[src/rtl/gyro_data_sequencer.sv]
// Channel sequencer: snapshots all sensor channels on a load strobe and presents
// one channel at a time (manual select or timed round-robin) over valid/ready.
module gyro_data_sequencer #(
  parameter int NUM_CH = 4,
  parameter int CH_W   = 16,
  parameter int SEL_W  = 2,
  parameter int DWELL  = 50_000_000
) (
  input  logic                   CLK,
  input  logic                   RST_N,
  input  logic [NUM_CH*CH_W-1:0] ch_data,
  input  logic                   ch_load,
  input  logic                   auto_en,
  input  logic [SEL_W-1:0]       sel,
  input  logic                   data_ready,
  input  logic                   ovr_clr,
  output logic [CH_W-1:0]        data_out,
  output logic [SEL_W-1:0]       ch_out,
  output logic                   data_valid,
  output logic                   overrun
);

  localparam int                CNT_W    = (DWELL > 1) ? $clog2(DWELL) : 1;
  localparam logic [CNT_W-1:0]  CNT_LAST = CNT_W'(DWELL - 1);
  localparam logic [SEL_W-1:0]  LAST_CH  = SEL_W'(NUM_CH - 1);

  logic [CH_W-1:0]  snap [NUM_CH];
  logic [SEL_W-1:0] cur_ch;
  logic [SEL_W-1:0] next_ch;
  logic [SEL_W-1:0] ev_ch;
  logic [CNT_W-1:0] dwell_cnt;
  logic [CNT_W-1:0] next_cnt;
  logic [CH_W-1:0]  ev_word;
  logic             sel_chg;
  logic             advance;
  logic             event_hit;
  logic             slot_free;

  always_comb begin
    next_cnt = dwell_cnt;
    next_ch  = cur_ch;
    advance  = 1'b0;
    if (auto_en) begin
      if (dwell_cnt == CNT_LAST) begin
        next_cnt = '0;
        advance  = 1'b1;
        next_ch  = (cur_ch >= LAST_CH) ? '0 : cur_ch + 1'b1;
      end else begin
        next_cnt = dwell_cnt + 1'b1;
      end
    end else begin
      next_cnt = '0;
      next_ch  = sel;
    end
  end

  // Manual changes report the channel registered on the previous edge; auto
  // advances report the channel being entered, so a load merges with it.
  always_comb begin
    ev_ch   = auto_en ? next_ch : cur_ch;
    ev_word = '0;
    for (int k = 0; k < NUM_CH; k++) begin
      if (ev_ch == SEL_W'(k)) begin
        ev_word = ch_load ? ch_data[k*CH_W +: CH_W] : snap[k];
      end
    end
    event_hit = ch_load | advance | sel_chg;
    slot_free = ~data_valid | data_ready;
  end

  always_ff @(posedge CLK or negedge RST_N) begin
    if (!RST_N) begin
      for (int k = 0; k < NUM_CH; k++) snap[k] <= '0;
    end else if (ch_load) begin
      for (int k = 0; k < NUM_CH; k++) snap[k] <= ch_data[k*CH_W +: CH_W];
    end
  end

  always_ff @(posedge CLK or negedge RST_N) begin
    if (!RST_N) begin
      cur_ch     <= '0;
      dwell_cnt  <= '0;
      sel_chg    <= 1'b0;
      data_out   <= '0;
      ch_out     <= '0;
      data_valid <= 1'b0;
      overrun    <= 1'b0;
    end else begin
      cur_ch    <= next_ch;
      dwell_cnt <= next_cnt;
      sel_chg   <= ~auto_en & (sel != cur_ch);

      if (event_hit) begin
        if (slot_free) begin
          data_out   <= ev_word;
          ch_out     <= ev_ch;
          data_valid <= 1'b1;
        end
      end else if (data_ready) begin
        data_valid <= 1'b0;
      end

      // A drop in the same cycle as a clear wins.
      if (event_hit && !slot_free) begin
        overrun <= 1'b1;
      end else if (ovr_clr) begin
        overrun <= 1'b0;
      end
    end
  end

endmodule

[config.mk]
export PLATFORM = sky130hd
export DESIGN_NAME = gyro_data_sequencer
export DESIGN_NICKNAME = d
export VERILOG_FILES = /design/src/rtl/gyro_data_sequencer.sv
export SDC_FILE = /design/constraint.sdc
export NUM_CORES = 1
export LEC_CHECK = 0
export ABC_CLOCK_PERIOD_IN_PS = 5600
export BUFFER_PORTS_ARGS = -buffer_cell sky130_fd_sc_hd__buf_4
export CAP_MARGIN = 10
export CORE_UTILIZATION = 55
export DETAILED_ROUTE_END_ITERATION = 10
export PLACE_DENSITY = 0.77
export RECOVER_POWER = 50
export SYNTH_ARGS = -nofsm -noshare
export SYNTH_HDL_FRONTEND = slang
export SYNTH_SLANG_ARGS = --single-unit
[constraint.sdc]
create_clock -name CLK -period 5.6 [get_ports CLK]
set_clock_uncertainty 0.05 [all_clocks]
set_input_delay 0.84 -clock CLK [delete_from_list [all_inputs] [get_ports CLK]]
set_output_delay 0.84 -clock CLK [all_outputs]
set_load 0.01 [all_outputs]
==> Yosys cells after proc, flatten, opt, wreduce, memory -nomap -nowiden <==
Index checks and enable logic that the tools add are counted.
{ "op_classes": {"addsub": 2, "order_cmp": 1, "eq_ne": 6, "muxes": 21, "bitwise_logic": 6, "reduce_logical": 7} }
{ "ops": {"columns": ["op", "count"], "rows": [
  ["16-bit 2-to-1 mux", 8],
  ["26-bit 2-to-1 mux", 2],
  ["26-bit by 1-bit adder with 26-bit output, second input constant", 1],
  ["26-bit == test, second input constant", 1],
  ["2-bit 2-to-1 mux", 4],
  ["1-bit 2-to-1 mux", 7],
  ["2-bit == test, second input constant", 2],
  ["2-bit AND reduction", 2],
  ["2-bit nonzero test", 2],
  ["1-bit OR", 3],
  ["2-bit by 1-bit adder with 2-bit output, second input constant", 1],
  ["2-bit by 1-bit == test with 1-bit output, second input constant", 1],
  ["2-bit >= comparator, second input constant", 1],
  ["2-bit logical NOT", 1],
  ["2-bit by 1-bit inequality test with 1-bit output, second input constant", 1],
  ["2-bit inequality test", 1],
  ["1-bit NOT", 2],
  ["1-bit AND", 1],
  ["1-bit logical AND", 1],
  ["1-bit logical NOT", 1]
]} }
{ "totals": {"reg_bits": 113, "in_bits": 72, "output_inout_bits": 20, "elab_cells": 54} }

==> Depth between registers and ports, before layout <==
Gate-level depths: netlist of run 1.
{ "logic_depth": {"ltp_word": 10, "depth_mapped": 8, "ltp_nobuf": 6} }

==> Worst setup path before layout of run 1 <==
Ideal clock, no wire load.
{ "synth_timing": {"kind": "input to register", "start": "input port ch_load", "end": "register data_out[13]", "setup_time_ns": 0.127, "t_arrival_ns": 2.247, "required_time_ns": 5.423, "slack_ns": 3.176, "path_stages": 6, "path_buffers": 1, "path_cell_list": "clkbuf_1 > mux2_2 > or3_1 > nand3_1 > mux2i_1 > mux2_1"} }
{ "synth_between": {"elab_chain_len": 5, "word_cells_on_any_way": 11, "classes_between": "mux: 8; bitwise: 2; reduce/logical: 1"} }
{ "synth_lines": {"columns": ["element", "line", "rtl"], "rows": [
  ["start: declaration", "12", "input logic ch_load,"],
  ["16-bit 2-to-1 mux", "64", "ev_word = ch_load ? ch_data[k*CH_W +: CH_W] : snap[k];"],
  ["16-bit 2-to-1 mux (4 in a row)", "63", "if (ev_ch == SEL_W'(k)) begin"],
  ["end signal: assignment", "95", "data_out <= ev_word;"],
  ["end: declaration", "17", "output logic [CH_W-1:0] data_out,"]
]} }
Several ways; a longest one is shown, not always the timed one.
A chain may end at the register's enable or synchronous reset.

==> Worst setup path in the final report of run 1 <==
{ "layout_timing": {"start": "register cur_ch[1]", "end": "register data_out[13]"} }
{ "layout_between": {"elab_chain_len": 10, "word_cells_on_any_way": 14, "classes_between": "add/sub: 1; order compare: 1; eq/ne: 3; mux: 8; reduce/logical: 1"} }
{ "layout_lines": {"columns": ["element", "line", "rtl"], "rows": [
  ["start: declaration", "28", "logic [SEL_W-1:0] cur_ch;"],
  ["start signal: assignment", "89", "cur_ch <= next_ch;"],
  ["2-bit by 1-bit adder with 2-bit output or 2-bit >= comparator (tied branches)", "47", "next_ch = (cur_ch >= LAST_CH) ? '0 : cur_ch + 1'b1;"],
  ["2-bit 2-to-1 mux", "47", null],
  ["2-bit 2-to-1 mux", "44", "if (dwell_cnt == CNT_LAST) begin"],
  ["2-bit 2-to-1 mux", "43", "if (auto_en) begin"],
  ["2-bit 2-to-1 mux (*)", "60", "ev_ch = auto_en ? next_ch : cur_ch;"],
  ["2-bit logical NOT", "63", null],
  ["16-bit 2-to-1 mux (3 in a row)", "63", null],
  ["16-bit 2-to-1 mux (*)", "63", null]
]} }
Mark *: on every way between the ends. The rest lies on a longest branch, timed or not.

==> impl_metrics.json, run 1 <==
{
  "clockBufferDepth": 2,
  "wire_per_inst_um": 18.4,
  "violations": "capacitance limit, slew limit",
  "worstSkewPairLatency_ns": 0.52,
  "portBuffers": 91,
  "crit_path_max_incr_delay_ns": 1.20,
  "timing.slew.headroom_pct": -10.5,
  "hold_viol": 0,
  "critPathRequiredTime_ns": 5.94,
  "synthToLayoutAreaGrowth_pct": 23.9,
  "first_pass_iters": 5,
  "setup_viol": 0,
  "dr_total_vias": 4400,
  "fp.dieH_um": 103,
  "dpl.hpwl_um": 8640,
  "die_w_um": 103,
  "syn-instance-count": 501,
  "synth.area.top_cells": "dfrtp_1 50%, mux2i_1 10%, mux2_2 8.0%",
  "ys_seq_area_share_pct": 50.3,
  "crit_buf_inv": 1,
  "place.gp.congestion": 0.798,
  "clkSlewWorstSetupHoldPaths_ns": 0.06,
  "cts_resized": 0,
  "grt_max_degree": 76,
  "final_layout_size_suffix_gt1_share_pct": 23.3,
  "syn-num-nets": 575,
  "timing.rr.start": "cur_ch[1]",
  "grt-ovfl-total": 0,
  "n_fill_cell": 725,
  "root_buffer": "clkbuf_8",
  "synth_top_area_share_pct": 50.3,
  "fin_setup_tns_ns": 0,
  "track_usage_pct": 27.4,
  "slowest_stage": "clkbuf_1",
  "ios": 92,
  "drt_iter0_markers": 170,
  "die_area_um2": 10600,
  "antenna_cells": 0,
  "critPathCaptureType": "register",
  "synth_top_area_cell": "dfrtp_1",
  "grt_antenna_before_repair": 0,
  "ff2ff_setup_slack_ns": 2.39,
  "rows": 36,
  "holdBufCountCts": 0,
  "avgSynthCellArea_um2": 11.2,
  "fmax_mhz": 312,
  "synth.ff_latch_count": 113,
  "cp_max_fo": 28,
  "ys_async_sr_fraction_pct": 100,
  "ys_warn_count": 0,
  "reg2reg_to": "data_out[13]",
  "syn_area_um2": 5620,
  "ir_drop_v": 0.000182,
  "crit_family": "buffers and inverters",
  "clock_sinks": 113,
  "numCtsBuffers": 17,
  "synth_flop_cell": "dfrtp_1",
  "power_mw": 2.49,
  "cts_tree": "built",
  "cts_setup_buffers": 0,
  "via_per_inst": 5.99,
  "ff2ff_path_depth": 6,
  "grt_pass1_vias": 4384,
  "netlist_top_cells_count": "113 x dfrtp_1, 56 x mux2i_1, 40 x inv_1, 40 x mux2_2, 37 x nor2_1",
  "yosysUniqueCellTypes": 43,
  "max-cap-violations": 1,
  "drc": 0,
  "outcome": "finished with violations",
  "rsz0062_at_grt": "false",
  "arrival_ns": 3.54,
  "crit_chain": "clkbuf_1 > nor2b_1 > nand2b_1 > nand3_1 > mux2i_1 > mux2_1",
  "holdWs_ns": 0.422,
  "layout.nets": 663,
  "maxSlewViolCount": 29,
  "hold_class": "in2async",
  "power_density_nw_per_um2": 358,
  "p_leak_nw": 3.33,
  "fin_crit_ns": 3.21,
  "cp-start-kind": "register",
  "fin_crit_sh_pct": 57.3,
  "yosysMostFrequentCell": "dfrtp_1",
  "worst_slew_pin_slew_ns": 1.66,
  "core_um2": 9820,
  "crit_type": "reg2reg",
  "synth_edf_count": 0,
  "grt_pass1_wl_um": 21600,
  "ant_nets": 0,
  "finalWirelength_um": 13600,
  "worst-path-stages": 6,
  "start_util_pct": 57.2,
  "htree_num_levels": 4
}
==> sequential cells by signal, summed over array words and instances (netlist names) <==
register	count
snap	64
dwell_cnt	26
data_out	16
ch_out	2
cur_ch	2
data_valid	1
overrun	1
sel_chg	1
==> cell type report <==
class	count	area, µm²	area share, %
clock inverter	11	161	2.32
clock buffer	21	439	6.31
inverter	40	150	2.16
timing repair buffer	98	732	10.5
multi-input combinational	319	2480	35.7
sequential	113	2830	40.6
tap	133	166	2.39
==> logic make-up after synthesis <==
kind of cell             Yosys count  synth area share, %
AO/OA/AOI/OAI                     63                 8.31
XOR/XNOR                          25                 3.90
adder cells (fa/ha/maj)            2                0.445
buffers and inverters             69                 5.55
flip-flops                       113                 50.3
multiplexers                     102                 19.3
AND/OR/NAND/NOR                  127                 12.1
==> power breakdown <==
group / leakage, nW / internal [mW] / switching, mW / total [mW]
combinational: 1.67 / 0.207 / 0.233 / 0.439
sequential: 1.37 / 0.904 / 0.0442 / 0.948
clock: 0.295 / 0.730 / 0.373 / 1.10
==> through the flow <==
step | cell area, µm² | util (%) | setup slack [ns] | cells
2_1_floorplan | 5620 | - | 3.18 | 501
3_5_place_dp | 6360 | 64.8 | 2.60 | 703
6_report | 6960 | 70.9 | 2.39 | 735
3_3_place_gp | 6360 | 64.8 | 2.70 | 703
4_1_cts | 6960 | 70.9 | 2.73 | 735
5_1_grt | 6960 | 70.9 | 2.29 | 735
==> layout by cell type (no fill, tap or decap), types with 8 or more instances in the layout <==
| master | count |
|---|---|
| nand2_1 | 10 |
| a22oi_1 | 20 |
| a221oi_1 | 12 |
| nand2b_1 | 10 |
| nor2_1 | 37 |
| mux2i_1 | 56 |
| nand3_1 | 18 |
| a21oi_1 | 10 |
| o221ai_1 | 10 |
| mux2_2 | 9 |
| nor3_1 | 8 |
| xor2_1 | 10 |
| xnor2_1 | 15 |
| clkbuf_16 | 16 |
| dfrtp_1 | 113 |
| mux2_1 | 35 |
| inv_1 | 40 |
| or3_1 | 10 |
| buf_4 | 97 |
==> how the worst max path moves through the flow <==
stage / start / slack (ns) / endpoint
5_1_grt: cur_ch[1] / 2.29 / data_out[13]
3_5_place_dp: ch_load / 2.60 / data_out[13]
4_1_cts: dwell_cnt[0] / 2.73 / data_out[3]
6_report: cur_ch[1] / 2.39 / data_out[13]
3_3_place_gp: ch_load / 2.70 / data_out[13]
2_1_floorplan: ch_load / 3.18 / data_out[13]
==> per-layer routing <==
| layer | GRT usage (%) | wire length [µm] |
|---|---|---|
| met5 | 0 | 0 |
| met4 | 14.2 | 406 |
| met3 | 5.76 | 847 |
| met2 | 44.2 | 6610 |
| met1 | 35.0 | 5690 |
==> worst register-to-register path, stage by stage, from the launching register on <==
cell      delay [ns]
dfrtp_1         0.34
clkbuf_1        1.20
nor2b_1         0.84
nand2b_1        0.14
nand3_1         0.13
mux2i_1         0.09
mux2_1          0.30
No activity file was read; power rests on OpenSTA's default activity.
==> run 2: changes to the inputs <==
- ABC_CLOCK_PERIOD_IN_PS: 5600 -> 3350
- clock period: 5.6 -> 3.35 ns (I/O delays scaled with it)
==> run 2 against run 1 <==
Against the previous run: power up 62%; core utilization grew 0.11 points; critical endpoint unchanged; largest power group unchanged; the run still ends with capacitance limit, slew limit left; largest cell class unchanged; global-route usage is 0.21 points higher; final area is 0.16% higher; count of clock-buffer cells in the layout down 1; hold slack worse by 0.25 ns.
==> impl_metrics.json, run 2 (synthesis gave the netlist of run 1 again) <==
{
  "outcome": "finished with violations",
  "antenna_cells": 0,
  "setup_viol": 0,
  "largestRegisters": "snap: 64 flops, dwell_cnt: 26 flops, data_out: 16 flops",
  "die_w_um": 103,
  "start_util_pct": 57.2,
  "dpl_worst_slack_ns": 0.723,
  "drc": 0,
  "root_buffer": "clkbuf_8",
  "critPathRequiredTime_ns": 3.70,
  "final_layout_size_suffix_gt1_share_pct": 27.8,
  "timing.slew.headroom_pct": -3.55,
  "fp.dieH_um": 103,
  "violations": "capacitance limit, slew limit",
  "rows": 36,
  "maxSlewViolCount": 62,
  "ios": 92,
  "arrival_ns": 3.01,
  "cts_tree": "built",
  "max-cap-violations": 1,
  "final_common_cell": "dfrtp_1",
  "cts_setup_buffers": 0,
  "drt_iter0_markers": 196,
  "clock_sinks": 113,
  "hold_class": "in2reg",
  "synthToLayoutAreaGrowth_pct": 24.1,
  "cp-start-kind": "primary input",
  "regMostFlops": "snap",
  "ant_nets": 0,
  "htree_num_levels": 4,
  "hold_viol": 0,
  "grt_antenna_before_repair": 0,
  "power_density_nw_per_um2": 578,
  "grt_max_degree": 62,
  "portBuffers": 91,
  "utilization_pct": 71.0,
  "via_per_inst": 5.77,
  "dp.cells": 710,
  "place_area_um2": 6420,
  "clockBufferDepth": 2,
  "numCtsBuffers": 17,
  "power_frac_comb_pct": 18.4,
  "layout.nets": 670,
  "switchingPower_mw": 1.08,
  "fin_crit_ns": 2.66,
  "wire_per_inst_um": 18.1,
  "grt_pass1_vias": 4422,
  "seqPwrFrac_pct": 39.2,
  "grt_pass1_wl_um": 21800,
  "first_pass_iters": 5,
  "critPathCaptureType": "register",
  "fin_setup_tns_ns": 0,
  "rsz0062_at_grt": "false",
  "largest_register_ffs": 64,
  "holdBufCountCts": 0,
  "fin_crit_sh_pct": 79.4,
  "worst_slack_ns": 0.690,
  "p_leak_nw": 3.33,
  "place.gp.congestion": 0.849,
  "final_cell_count_no_fill": 742,
  "worst_slew_pin_slew_ns": 1.55,
  "p_sw_share_pct": 26.8,
  "cp_max_fo": 49,
  "p_int_mw": 2.95,
  "cts_resized": 0,
  "die_area_um2": 10600,
  "core_um2": 9820,
  "dpl.hpwl_um": 8950,
  "crit_type": "in2reg",
  "dr_total_vias": 4280,
  "clkPwrFrac_pct": 42.4,
  "stdcell_area_um2": 6970,
  "grt-ovfl-total": 0,
  "finalWirelength_um": 13500,
  "track_usage_pct": 27.6,
  "worstSkewPairLatency_ns": 0.51,
  "final_cell_mix": "113 x dfrtp_1, 100 x buf_4, 56 x mux2i_1",
  "fmax_mhz": 376,
  "ir_drop_v": 0.000368,
  "clkSlewWorstSetupHoldPaths_ns": 0.06
}
[run 2: cell count changes in the layout (fill, tap and decap cells not counted), sizes merged]
cell | previous run | this run
clkinv | 6 | 7
clkinvlp | 1 | 3
bufinv | 4 | 2
buf | 97 | 100
clkbuf | 22 | 25
[run 2: cell type report]
cell class,instances,area [µm²]
well taps,133,166
fillers,744,2850
inverters,40,150
multi-input cells,319,2480
clock buffers,20,435
flip-flops and latches,113,2830
repair buffers,105,772
clock inverters,12,136
[run 2: per-layer routing]
layer	GRT usage, %	vias to the layer above	wire length (µm)
li1	-	1973	-
met1	34.7	2129	5770
met4	9.53	0	229
met5	0	-	0
met2	47.2	151	6670
met3	6.17	27	791
[run 2: worst max-delay path, stage by stage]
cell and delay (ns):
clkbuf_2 1.01, buf_4 0.45, mux2i_1 0.35, a22oi_1 0.16
nand3_1 0.14, mux2i_1 0.08, mux2_1 0.28
[run 2: path summary, 6_finish.rpt]
check	slack (ns)	endpoint	cells after the start	startpoint
max in group asynchronous	1.01	data_out[9]	2	RST_N
hold / removal	0.17	sel_chg	2	auto_en
hold reg to reg	0.43	dwell_cnt[0]	1	dwell_cnt[0]
min in group asynchronous	0.32	snap[46]	1	RST_N
setup / recovery	0.69	data_out[13]	7	ch_load
setup reg to reg	0.70	data_out[8]	7	dwell_cnt[0]
[run 2: power by group through the flow]
stage / sequential (mW) / combinational, mW / clock, mW
3_3_place_gp: 1.59 / 0.710 / 0
6_report: 1.58 / 0.742 / 1.71
4_1_cts: 1.58 / 0.744 / 1.73
3_5_place_dp: 1.60 / 0.734 / 0
2_1_floorplan: 1.61 / 0.409 / 0
5_1_grt: 1.59 / 0.813 / 1.80
[run 2: metrics by stage]
stage / total power [mW] / hold WS, ns
global route: 4.20 / 0.156
global placement: 2.30 / 0.416
floorplan: 2.02 / 0.157
CTS: 4.06 / 0.0487
finish: 4.03 / 0.167
detailed placement: 2.33 / 0.423
==> run 3: changes to the inputs <==
- ABC_CLOCK_PERIOD_IN_PS: 3350 -> 2200
- CORE_UTILIZATION: 55 -> 51
- PLACE_DENSITY: 0.77 -> 0.75
- clock period: 3.35 -> 2.2 ns (I/O delays scaled with it)
==> run 3 against run 2 <==
Against the previous run: the flow now finishes without violations; core utilization is 2.2 points lower; sequential cell count is the same; non-clock buffer count grew 24; sequential share of layout area decreased by 1.4 points; combinational power increased by 58%; clock power is 63% higher; power up 58%; highest routed layer unchanged.
==> impl_metrics.json, run 3 (synthesis gave the netlist of run 1 again) <==
{
  "seqPwrFrac_pct": 38.0,
  "drt_iter0_markers": 165,
  "fin_crit_sh_pct": 94.7,
  "cp-start-kind": "register",
  "ir_drop_v": 0.000518,
  "multi_input_area_um2": 2490,
  "dpl_worst_slack_ns": 0.0997,
  "ff_latch_area_um2": 2830,
  "core_um2": 10500,
  "crit_chain": "buf_4 > nor2b_1 > buf_4 > nand2b_1 > nand3_1 > mux2i_1 > mux2_1",
  "final_common_cell": "buf_4",
  "clkPwrFrac_pct": 43.6,
  "numCtsBuffers": 17,
  "critPathCaptureType": "register",
  "die_area_um2": 11400,
  "p_int_mw": 4.66,
  "grt_max_degree": 51,
  "start_util_pct": 53.5,
  "hold_class": "in2reg",
  "worst_slew_pin_slew_ns": 1.09,
  "max-cap-violations": 0,
  "largestRegisters": "snap: 64 flops, dwell_cnt: 26 flops, data_out: 16 flops",
  "place_area_um2": 6620,
  "crit_type": "reg2reg",
  "hold_viol": 0,
  "arrival_ns": 2.43,
  "switchingPower_mw": 1.71,
  "timing.slew.headroom_pct": 27.4,
  "crit_path_max_incr_delay_ns": 0.41,
  "power_density_nw_per_um2": 881,
  "ios": 92,
  "n_fill_cell": 785,
  "via_per_inst": 5.74,
  "fin_setup_tns_ns": 0,
  "wire_per_inst_um": 18.1,
  "rsz0062_at_grt": "false",
  "dr_total_vias": 4411,
  "ant_nets": 0,
  "holdWs_ns": 0.0238,
  "worst_path_most_repeated_cell": "buf_4",
  "finalWirelength_um": 13900,
  "first_pass_iters": 4,
  "drc": 0,
  "grt-ovfl-total": 0,
  "final_layout_size_suffix_gt1_share_pct": 27.6,
  "fmax_mhz": 480,
  "clockBufferDepth": 2,
  "p_sw_share_pct": 26.8,
  "crit_family": "buffers and inverters",
  "dpl.hpwl_um": 9580,
  "worstSkewPairLatency_ns": 0.52,
  "layout.nets": 694,
  "clkSlewWorstSetupHoldPaths_ns": 0.06,
  "clock_sinks": 113,
  "rows": 37,
  "worst_slack_ns": 0.116,
  "crit_buf_inv": 2,
  "setup_viol": 0,
  "place.gp.congestion": 0.848,
  "cp_max_fo": 28,
  "cts_tree": "built",
  "portBuffers": 91,
  "largest_register_ffs": 64,
  "die_w_um": 107,
  "maxSlewViolCount": 0,
  "grt_pass1_vias": 4638,
  "grt_antenna_before_repair": 0,
  "fin_crit_ns": 2.08,
  "slowest_stage": "nor2b_1",
  "final_cell_mix": "118 x buf_4, 113 x dfrtp_1, 56 x mux2i_1",
  "grt_pass1_wl_um": 23000,
  "p_leak_nw": 3.47,
  "antenna_cells": 0,
  "regMostFlops": "snap",
  "track_usage_pct": 26.2,
  "outcome": "completed",
  "stdcell_area_um2": 7230,
  "htree_num_levels": 4,
  "fp.dieH_um": 107,
  "power_frac_comb_pct": 18.4,
  "synthToLayoutAreaGrowth_pct": 28.7,
  "critPathRequiredTime_ns": 2.55,
  "utilization_pct": 68.8,
  "root_buffer": "clkbuf_8"
}
[run 3: changes by cell type in the layout (fill, tap and decap cells not counted), moves of 2 or more]
cell	delta
buf_12	+3
buf_4	+18
clkinv_4	-4
dlygate4sd3_1	+2
inv_6	+2
mux2_1	+18
mux2_2	-18
[run 3: metal layers]
metal  GRT usage [%]  routed length [µm]  up-vias
met1            34.2                5810     2198
li1                -                   -     2020
met2            42.9                7040      168
met4            10.8                 236        0
met3            5.23                 821       25
met5               0                   0        -
[run 3: worst min-delay path, cell delays in order]
cell,delay (ns)
buf_4,0.08
mux2i_1,0.09
inv_1,0.06
[run 3: what timing repair did]
action | in CTS | in global routing
endpoints found under the setup margin | 0 | 17
resized for setup | 0 | 2
hold buffers | 2 | 0
hold endpoints to repair | 42 | 0
buffers inserted | 0 | 1
[run 3: path summary, 6_finish.rpt]
| check | slack (ns) | endpoint | startpoint | cells past startpoint |
|---|---|---|---|---|
| setup / recovery | 0.12 | data_out[11] | cur_ch[1] | 7 |
| min in group asynchronous | 0.51 | snap[27] | RST_N | 2 |
| hold reg to reg | 0.44 | dwell_cnt[0] | dwell_cnt[0] | 1 |
| hold / removal | 0.02 | snap[8] | ch_data[56] | 3 |
| max in group asynchronous | 0.73 | snap[53] | RST_N | 3 |
| setup reg to reg | 0.12 | data_out[11] | cur_ch[1] | 7 |
[run 3: metrics by stage]
step,power [mW],cells
floorplan,3.08,501
global placement,3.57,734
detailed placement,3.62,734
CTS,6.40,768
global route,6.62,769
finish,6.37,769
[run 3: final cells by class]
type | instances | area share, %
Multi-Input combinational cell | 319 | 34.4
Clock inverter | 12 | 2.16
Sequential cell | 113 | 39.1
Tap cell | 136 | 2.35
Inverter | 40 | 2.08
Clock buffer | 20 | 6.16
Timing Repair Buffer | 129 | 13.7
[run 3: power groups by stage]
stage / clock, mW / sequential [mW] / combinational (mW)
floorplan: 0 / 2.45 / 0.622
global placement: 0 / 2.44 / 1.13
detailed placement: 0 / 2.45 / 1.17
CTS: 2.80 / 2.41 / 1.19
global route: 2.91 / 2.44 / 1.28
finish: 2.78 / 2.42 / 1.17
